[config.mk]
export PLATFORM = sky130hd
export DESIGN_NAME = fetch_queue
export DESIGN_NICKNAME = d
export VERILOG_FILES = /design/src/rtl/fetch_pkg.sv /design/src/rtl/fetch_fifo.sv /design/src/rtl/fetch_queue.sv
export SDC_FILE = /design/constraint.sdc
export NUM_CORES = 1
export LEC_CHECK = 0
export ABC_AREA = 1
export CORE_UTILIZATION = 45
export CTS_CLUSTER_SIZE = 10
export DETAILED_ROUTE_END_ITERATION = 8
export HOLD_SLACK_MARGIN = 0.15
export PLACE_DENSITY = 0.65
export SLEW_MARGIN = 30
export SYNTH_ARGS = -nofsm -noshare
export SYNTH_HDL_FRONTEND = slang
export SYNTH_SLANG_ARGS = --single-unit
[constraint.sdc]
create_clock -name clk -period 6.8 [get_ports clk]
set_clock_uncertainty 0.1 [all_clocks]
set_input_delay 2.04 -clock clk [delete_from_list [all_inputs] [get_ports clk]]
set_output_delay 2.04 -clock clk [all_outputs]
set_load 0.02 [all_outputs]
[src/rtl/fetch_pkg.sv]
// Shared types and constants for the decoupled instruction-fetch unit.
// Latency: n/a (types only).
// Backpressure: n/a.
package fetch_pkg;

  // Width of PC and instruction fields carried in the prefetch queue.
  localparam int FETCH_XLEN = 32;

  // Instruction presented to decode whenever nothing valid is offered.
  localparam logic [FETCH_XLEN-1:0] FETCH_NOP = 32'h7800_0000;

  // S_WAIT keeps the response, S_DRAIN throws away the response of a request
  // that was already on the bus when a redirect arrived.
  typedef enum logic [1:0] {
    S_IDLE  = 2'd0,
    S_WAIT  = 2'd1,
    S_DRAIN = 2'd2
  } fetch_state_t;

  typedef struct packed {
    logic [FETCH_XLEN-1:0] pc;
    logic [FETCH_XLEN-1:0] instr;
  } fetch_entry_t;

endpackage

[src/rtl/fetch_fifo.sv]
// Prefetch queue of (PC, instruction) entries with synchronous clear.
// Latency: a push is visible at the head the cycle after the clock edge.
// Backpressure: none internally; the caller must not push when full or pop when empty.
module fetch_fifo
  import fetch_pkg::*;
#(
  parameter int DEPTH = 4,
  localparam int CW = $clog2(DEPTH + 1)
) (
  input  logic          clk,
  input  logic          rst,
  input  logic          push,
  input  fetch_entry_t  push_data,
  input  logic          pop,
  input  logic          clear,
  output logic [CW-1:0] count,
  output fetch_entry_t  head,
  output logic          full,
  output logic          empty
);

  localparam int AW = $clog2(DEPTH);

  fetch_entry_t  mem [DEPTH];
  logic [AW-1:0] wr_ptr;
  logic [AW-1:0] rd_ptr;

  // Pointers and occupancy; clear overrides any push or pop in the same cycle.
  always_ff @(posedge clk or posedge rst) begin
    if (rst) begin
      wr_ptr <= '0;
      rd_ptr <= '0;
      count  <= '0;
    end else if (clear) begin
      wr_ptr <= '0;
      rd_ptr <= '0;
      count  <= '0;
    end else begin
      if (push) wr_ptr <= wr_ptr + 1'b1;
      if (pop)  rd_ptr <= rd_ptr + 1'b1;
      case ({push, pop})
        2'b10:   count <= count + 1'b1;
        2'b01:   count <= count - 1'b1;
        default: count <= count;
      endcase
    end
  end

  // Entry storage; contents need no reset since occupancy gates their use.
  always_ff @(posedge clk) begin
    if (push && !clear) mem[wr_ptr] <= push_data;
  end

  assign head  = mem[rd_ptr];
  assign full  = (count == CW'(DEPTH));
  assign empty = (count == '0);

endmodule

[src/rtl/fetch_queue.sv]
// Decoupled instruction fetch: one outstanding memory request feeding a prefetch queue.
// Latency: zero-wait memory gives one instruction per cycle; out_valid rises the cycle after a push.
// Backpressure: out_ready low holds the head; fetching stops once the queue is full.
module fetch_queue
  import fetch_pkg::*;
#(
  parameter int              DEPTH    = 4,
  parameter int              XLEN     = 32,
  parameter logic [XLEN-1:0] RESET_PC = '0
) (
  input  logic            clk,
  input  logic            rst,
  output logic            imem_req,
  output logic [XLEN-1:0] imem_addr,
  input  logic            imem_rvalid,
  input  logic [XLEN-1:0] imem_rdata,
  input  logic            redirect_valid,
  input  logic [XLEN-1:0] redirect_pc,
  input  logic            inj_valid,
  input  logic [XLEN-1:0] inj_instr,
  output logic            out_valid,
  input  logic            out_ready,
  output logic [XLEN-1:0] out_instr,
  output logic [XLEN-1:0] out_pc,
  output logic            out_inj,
  output logic [XLEN-1:0] current_pc
);

  localparam int CW = $clog2(DEPTH + 1);

  fetch_state_t    state;
  fetch_state_t    state_nxt;
  logic [XLEN-1:0] fetch_pc;
  logic [XLEN-1:0] fetch_pc_nxt;
  logic            push;
  logic            pop;
  logic [CW-1:0]   count;
  logic            full;
  logic            empty;
  fetch_entry_t    head;
  fetch_entry_t    push_data;

  // A response is only kept when it answers a live request and no redirect
  // is flushing the queue in the same cycle.
  assign push      = (state == S_WAIT) && imem_rvalid && !redirect_valid;
  assign pop       = out_valid && out_ready && !inj_valid;
  assign push_data = '{pc: fetch_pc, instr: imem_rdata};

  fetch_fifo #(
    .DEPTH (DEPTH)
  ) u_fifo (
    .clk       (clk),
    .rst       (rst),
    .push      (push),
    .push_data (push_data),
    .pop       (pop),
    .clear     (redirect_valid),
    .count     (count),
    .head      (head),
    .full      (full),
    .empty     (empty)
  );

  // Next fetch PC and next fetch state.
  always_comb begin
    state_nxt    = state;
    fetch_pc_nxt = fetch_pc;
    if (push)           fetch_pc_nxt = fetch_pc + XLEN'(4);
    if (redirect_valid) fetch_pc_nxt = redirect_pc;
    case (state)
      S_IDLE: begin
        if (redirect_valid || !full) state_nxt = S_WAIT;
      end
      S_WAIT: begin
        if (redirect_valid) begin
          // An unanswered request cannot be withdrawn, so its answer is drained.
          state_nxt = imem_rvalid ? S_WAIT : S_DRAIN;
        end else if (imem_rvalid && !pop && (count >= CW'(DEPTH - 1))) begin
          // This push takes the last free slot: no credit for another request.
          state_nxt = S_IDLE;
        end
      end
      S_DRAIN: begin
        if (imem_rvalid) state_nxt = S_WAIT;
      end
      default: state_nxt = S_IDLE;
    endcase
  end

  // FSM, fetch PC and the registered memory request; the address is frozen
  // while draining so the abandoned request stays stable on the bus.
  always_ff @(posedge clk or posedge rst) begin
    if (rst) begin
      state     <= S_IDLE;
      fetch_pc  <= RESET_PC;
      imem_req  <= 1'b0;
      imem_addr <= RESET_PC;
    end else begin
      state    <= state_nxt;
      fetch_pc <= fetch_pc_nxt;
      imem_req <= (state_nxt != S_IDLE);
      if (state_nxt != S_DRAIN) imem_addr <= fetch_pc_nxt;
    end
  end

  // Decode handoff is combinational from the queue head and the injection port.
  assign current_pc = empty ? fetch_pc : head.pc;
  assign out_valid  = (inj_valid || !empty) && !redirect_valid;
  assign out_inj    = out_valid && inj_valid;
  assign out_pc     = current_pc;
  assign out_instr  = !out_valid ? FETCH_NOP :
                      inj_valid  ? inj_instr : head.instr;

endmodule

# --- Word level (Yosys, flattened, before mapping) ---
# Memory sizes are Yosys's and may differ from the RTL's.
# Cells that the tools add are included.
totals:
  mem_bits_ro: 0
  elab_cells: 61
  latchBits: 0
  ramBits: 256
  n_memories: 1
  output_inout_bits: 131
  input_bits: 102
  regBits: 74
mem_list:
  columns: ["memory", "depth", "word_bits", "rd", "rd_clocked_by_memory_dff", "write_ports", "line", "rtl"]
  rows:
  - ["u_fifo.mem", 4, 64, 1, 0, 1, "fetch_fifo.sv:24", "fetch_entry_t mem [DEPTH];"]
op_classes:
  div: 0
  n_addsub: 5
  shift: 0
  multipliers: 0
  n_eq_ne: 6
  n_reduce_logical: 22
  bitwise_logic: 0
  n_lt_le_gt_ge: 1
  muxes: 19
op_table:
  columns: ["cell", "count"]
  rows:
  - ["$mux W32", 5]
  - ["$add A32 B3 Y32 const B", 1]
  - ["$mux W2", 9]
  - ["$logic_and A1 B1 Y1", 9]
  - ["$pmux W2 S3", 1]
  - ["$pmux W3 S2", 1]
  - ["$reduce_bool A2 Y1", 3]
  - ["$logic_not A1 Y1", 5]
  - ["$add A2 B1 Y2 const B", 2]
  - ["$eq A2 B1 Y1 const B", 2]
  - ["$eq A2 B2 Y1 const B", 2]
  - ["$add A3 B1 Y3 const B", 1]
  - ["$eq A3 B3 Y1 const B", 1]
  - ["$ge A3 B2 Y1 const B", 1]
  - ["$logic_not A3 Y1", 1]
  - ["$mux W3", 1]
  - ["$reduce_bool A3 Y1", 1]
  - ["$sub A3 B1 Y3 const B", 1]
  - ["$logic_not A2 Y1", 1]
  - ["$logic_or A1 B1 Y1", 2]
  - ["$mux W1", 2]
  - ["$ne A2 B2 Y1 const B", 1]

# --- Depth between registers and ports, before layout ---
depth:
  word_depth: 13
  depth_mapped: 13
  mapped_depth_nobuf: 13

# --- Modules after synthesis ---
# Synthesis repeated with hierarchy kept, for this count alone.
hier_totals:
  hier_cells: 1409
  area_unflattened_um2: 14814.2
modules_own_cells:
  columns: ["module", "seq_area_each_um2", "area_each_um2", "n_inst", "cells_each"]
  rows:
  - ["fetch_fifo", 7862.5, 9943.3, 1, 681]
  - ["fetch_queue", 1676.6, 4870.9, 1, 728]

# --- Least setup slack after synthesis ---
# No wires, ideal clock.
synth_path:
  path_kind: "in2reg"
  from: "input port redirect_valid"
  to: "memory u_fifo.mem[0][0] (netlist bit), enable pin"
  setup_time_ps: 487
  t_required_ps: 6213
  arrival_time_ps: 5286
  stages: 5
  setup_slack_ps: 927
  path_buffers: 2
  path_cell_list: "buf_2 -> inv_2 -> nand2_4 -> clkbuf_1 -> nor2_1"
synth_between:
  elab_chain_cells: 5
synth_rtl:
  columns: ["element", "line", "rtl"]
  rows:
  - ["start, declared", "fetch_queue.sv:17", "input logic redirect_valid,"]
  - ["$logic_not A1 Y1 (*)", "fetch_fifo.sv:51, fetch_queue.sv:45", null]
  - ["$logic_and A1 B1 Y1", "fetch_queue.sv:45", "assign push = (state == S_WAIT) && imem_rvalid && !redirect_valid;"]
  - ["$logic_and A1 B1 Y1 (*)", "fetch_fifo.sv:51", "if (push && !clear) mem[wr_ptr] <= push_data;"]
  - ["$mux W1 (*)", "fetch_fifo.sv:51", null]
  - ["$mux W1 (implied by the code) (*)", "fetch_fifo.sv:51", null]
  - ["end, declared", "fetch_fifo.sv:24", null]
# Every way passes the cells marked *; elsewhere a longest branch is shown, timed or not.

# --- Worst setup path after layout ---
layout_path:
  from: "input port inj_valid"
  to: "output port out_instr[3]"
layout_between:
  elab_chain_cells: 3
  elab_cells_between_ends: 4
  cone_classes: "mux: 2; reduce/logical: 2"
layout_rtl:
  columns: ["element", "line", "rtl"]
  rows:
  - ["start, declared", "fetch_queue.sv:19", "input logic inj_valid,"]
  - ["$logic_or A1 B1 Y1", "fetch_queue.sv:108", "assign out_valid = (inj_valid || !empty) && !redirect_valid;"]
  - ["$logic_and A1 B1 Y1", "fetch_queue.sv:108", null]
  - ["$mux W32 (*)", "fetch_queue.sv:111", "assign out_instr = !out_valid ? FETCH_NOP :"]
  - ["end, declared", "fetch_queue.sv:23", "output logic [XLEN-1:0] out_instr,"]
# Marked as above.

==> metrics.cfg <==
[global_routing]
grt_overflow_total = 0
grt_pass1_wl_microns = 57000
track_usage = 0.221
grt_pass1_vias = 10300
antenna_found_initial = 1
grt_max_degree = 95

[finish]
drive_gt1_frac = 0.0618
utilization = 0.572
final_area_sq_um = 18100
final_common_cell = edfxtp_1
fin_cells = 2020
final_nets = 1711
antenna_cells = 0
syn2layout_area_growth_pct = 24.7
final_cell_mix = 256 x edfxtp_1, 252 x nand2_1, 245 x nor2_1

[die]
initial_core_util = 0.459
die_h_microns = 182
dieArea_sq_um = 33000
dieWidth_microns = 182
core-area_sq_um = 31700
ios = 233
row_count = 65

[timing]
fmax_ghz = 0.161
setup_viol = 0
tns_ns = 0
finalMaxSlewViolations = 0
hold_viol = 0
rsz0062_at_grt = no
period_share = 0.911
maxSlewHeadroom = 0.393
worst_slew_pin_slew_ns = 0.910
finalCriticalPeriod_ns = 6.20

[synth]
ys_seq_elements = 330
ys.warnings.count = 0
synthFlopType = edfxtp_1
synth-edff-count = 256
yosys.cell_types.count = 36
async_flop_share = 0.224
avgSynthCellArea_sq_um = 10.3
syn-num-nets = 1526
syn_area_sq_um = 14500
synthCells = 1418
seq_area_frac_synth = 0.656

[placement]
placedInstanceArea_sq_um = 17000
gp_congestion = 0.859
io_buffers = 232
dp.cells = 1964
post-dp-hpwl_microns = 23000

[pwr]
power.density_nw_per_um2 = 355
finalPower_mw = 6.43
leakagePower_nw = 6.74
vdd_ir_drop_max_v = 0.000220

[clocking]
clk_pin_slew_ns = 0.05
cts_buffers = 39
cts_tree = done
htreeDepth = 2
postCtsSetupRepairBufs = 0
max-clock-path-buffers = 3
cts.root.buffer_cell = clkbuf_16
clk_latency_ns = 0.51
clkSinkCount = 330
cts-resized-gates = 0
hold_buffers = 0

[critical_path]
worstPathMaxFanout = 29
worst-setup-path-type = primary input to output port
startpoint_type = primary input
end_kind = output port
crit_required_ns = 4.66
crit_arrival_ns = 4.06
r2r_slack_ns = 4.21

[min_path]
hold_path_class = flop to flop

[routing]
drtIter0Drc = 857
ant_nets = 0
vias = 10600
wl_per_cell_microns = 17.9
vias_per_cell = 5.25
drt-pass1-iter-count = 5
finalWirelength_microns = 36100
drc_errors = 0

[outcome]
status = complete, no violations

[flow_run]
max_cap_viol_count = 0

[critical path, cell delays in order]
cell and delay (ns):
clkdlybuf4s50_1 0.48, inv_1 0.06, nand2_1 0.06, nand2_1 0.12
inv_1 0.08, buf_4 0.25, o21ai_0 0.15, a31oi_1 0.19
clkdlybuf4s50_1 0.64
[registers in the layout, summed over array words and instances, names as in the netlist]
signal,flops
u_fifo.count,3
u_fifo.wr_ptr,2
u_fifo.mem,256
imem_req,1
u_fifo.rd_ptr,2
fetch_pc,32
state,2
imem_addr,32
[worst paths after layout]
check | startpoint | cells past startpoint | to
hold / removal | imem_addr[1] | 2 | imem_addr[1]
hold reg to reg | imem_addr[1] | 2 | imem_addr[1]
min in group asynchronous | rst | 2 | imem_addr[0]
setup / recovery | inj_valid | 9 | out_instr[3]
setup reg to reg | u_fifo.count[0] | 12 | u_fifo.count[2]
max in group asynchronous | rst | 3 | u_fifo.rd_ptr[0]
[cell usage after synthesis, drive strengths merged, types with 13 or more instances]
cell      n  area, sq um
inv      69          259
nand3    58          295
dfrtp    74         1850
o22ai    31          194
edfxtp  256         7690
a21oi    17         85.1
nor2    256          988
or2      13         81.3
o21ai   201         1010
clkbuf   51          193
nand2   257          987
a31oi    36          225
buf      55          345
[power by group]
| part | internal [mW] | switching [mW] | leakage, nW |
|---|---|---|---|
| Sequential | 2.39 | 0.142 | 3.19 |
| Combinational | 0.856 | 1.22 | 3.02 |
| Clock | 1.10 | 0.733 | 0.532 |
[metrics by stage]
step | hold WS [ns] | worst slack, ns
after floorplan | 0.376 | 0.927
after global placement | 0.367 | 0.670
after detailed placement | 0.364 | 0.596
after CTS | 0.385 | 0.589
after global routing | 0.411 | 0.377
final | 0.381 | 0.602
[layout make-up]
cell class / count / area [sq um]
clock buffers: 55 / 1090
clock inverters: 1 / 8.76
fillers: 2723 / 13600
inverters: 70 / 264
multi-input cells: 912 / 4240
flip-flops and latches: 330 / 9540
well taps: 402 / 503
repair buffers: 250 / 2490
[cells by family (layout without fill, tap and decap cells)]
group                      count (synthesis)  count (layout)  share of synthesized area
AOI/OAI and AO/OA                        296             296                      0.110
xor gates and xnor gates                   5               5                    0.00301
adders and majority gates                  6               6                    0.00568
buffers and inverters                    176             376                     0.0551
DFF                                      330             330                      0.656
and+or+nand+nor                          605             605                      0.170
[routing by layer]
layer,vias to the layer above,GRT usage,wire length (microns)
li1,5208,-,-
met4,2,0.0485,569
met1,4965,0.319,16800
met3,50,0.0357,2360
met5,-,0,11
met2,372,0.352,16300
(Power assumes the default switching activity.)
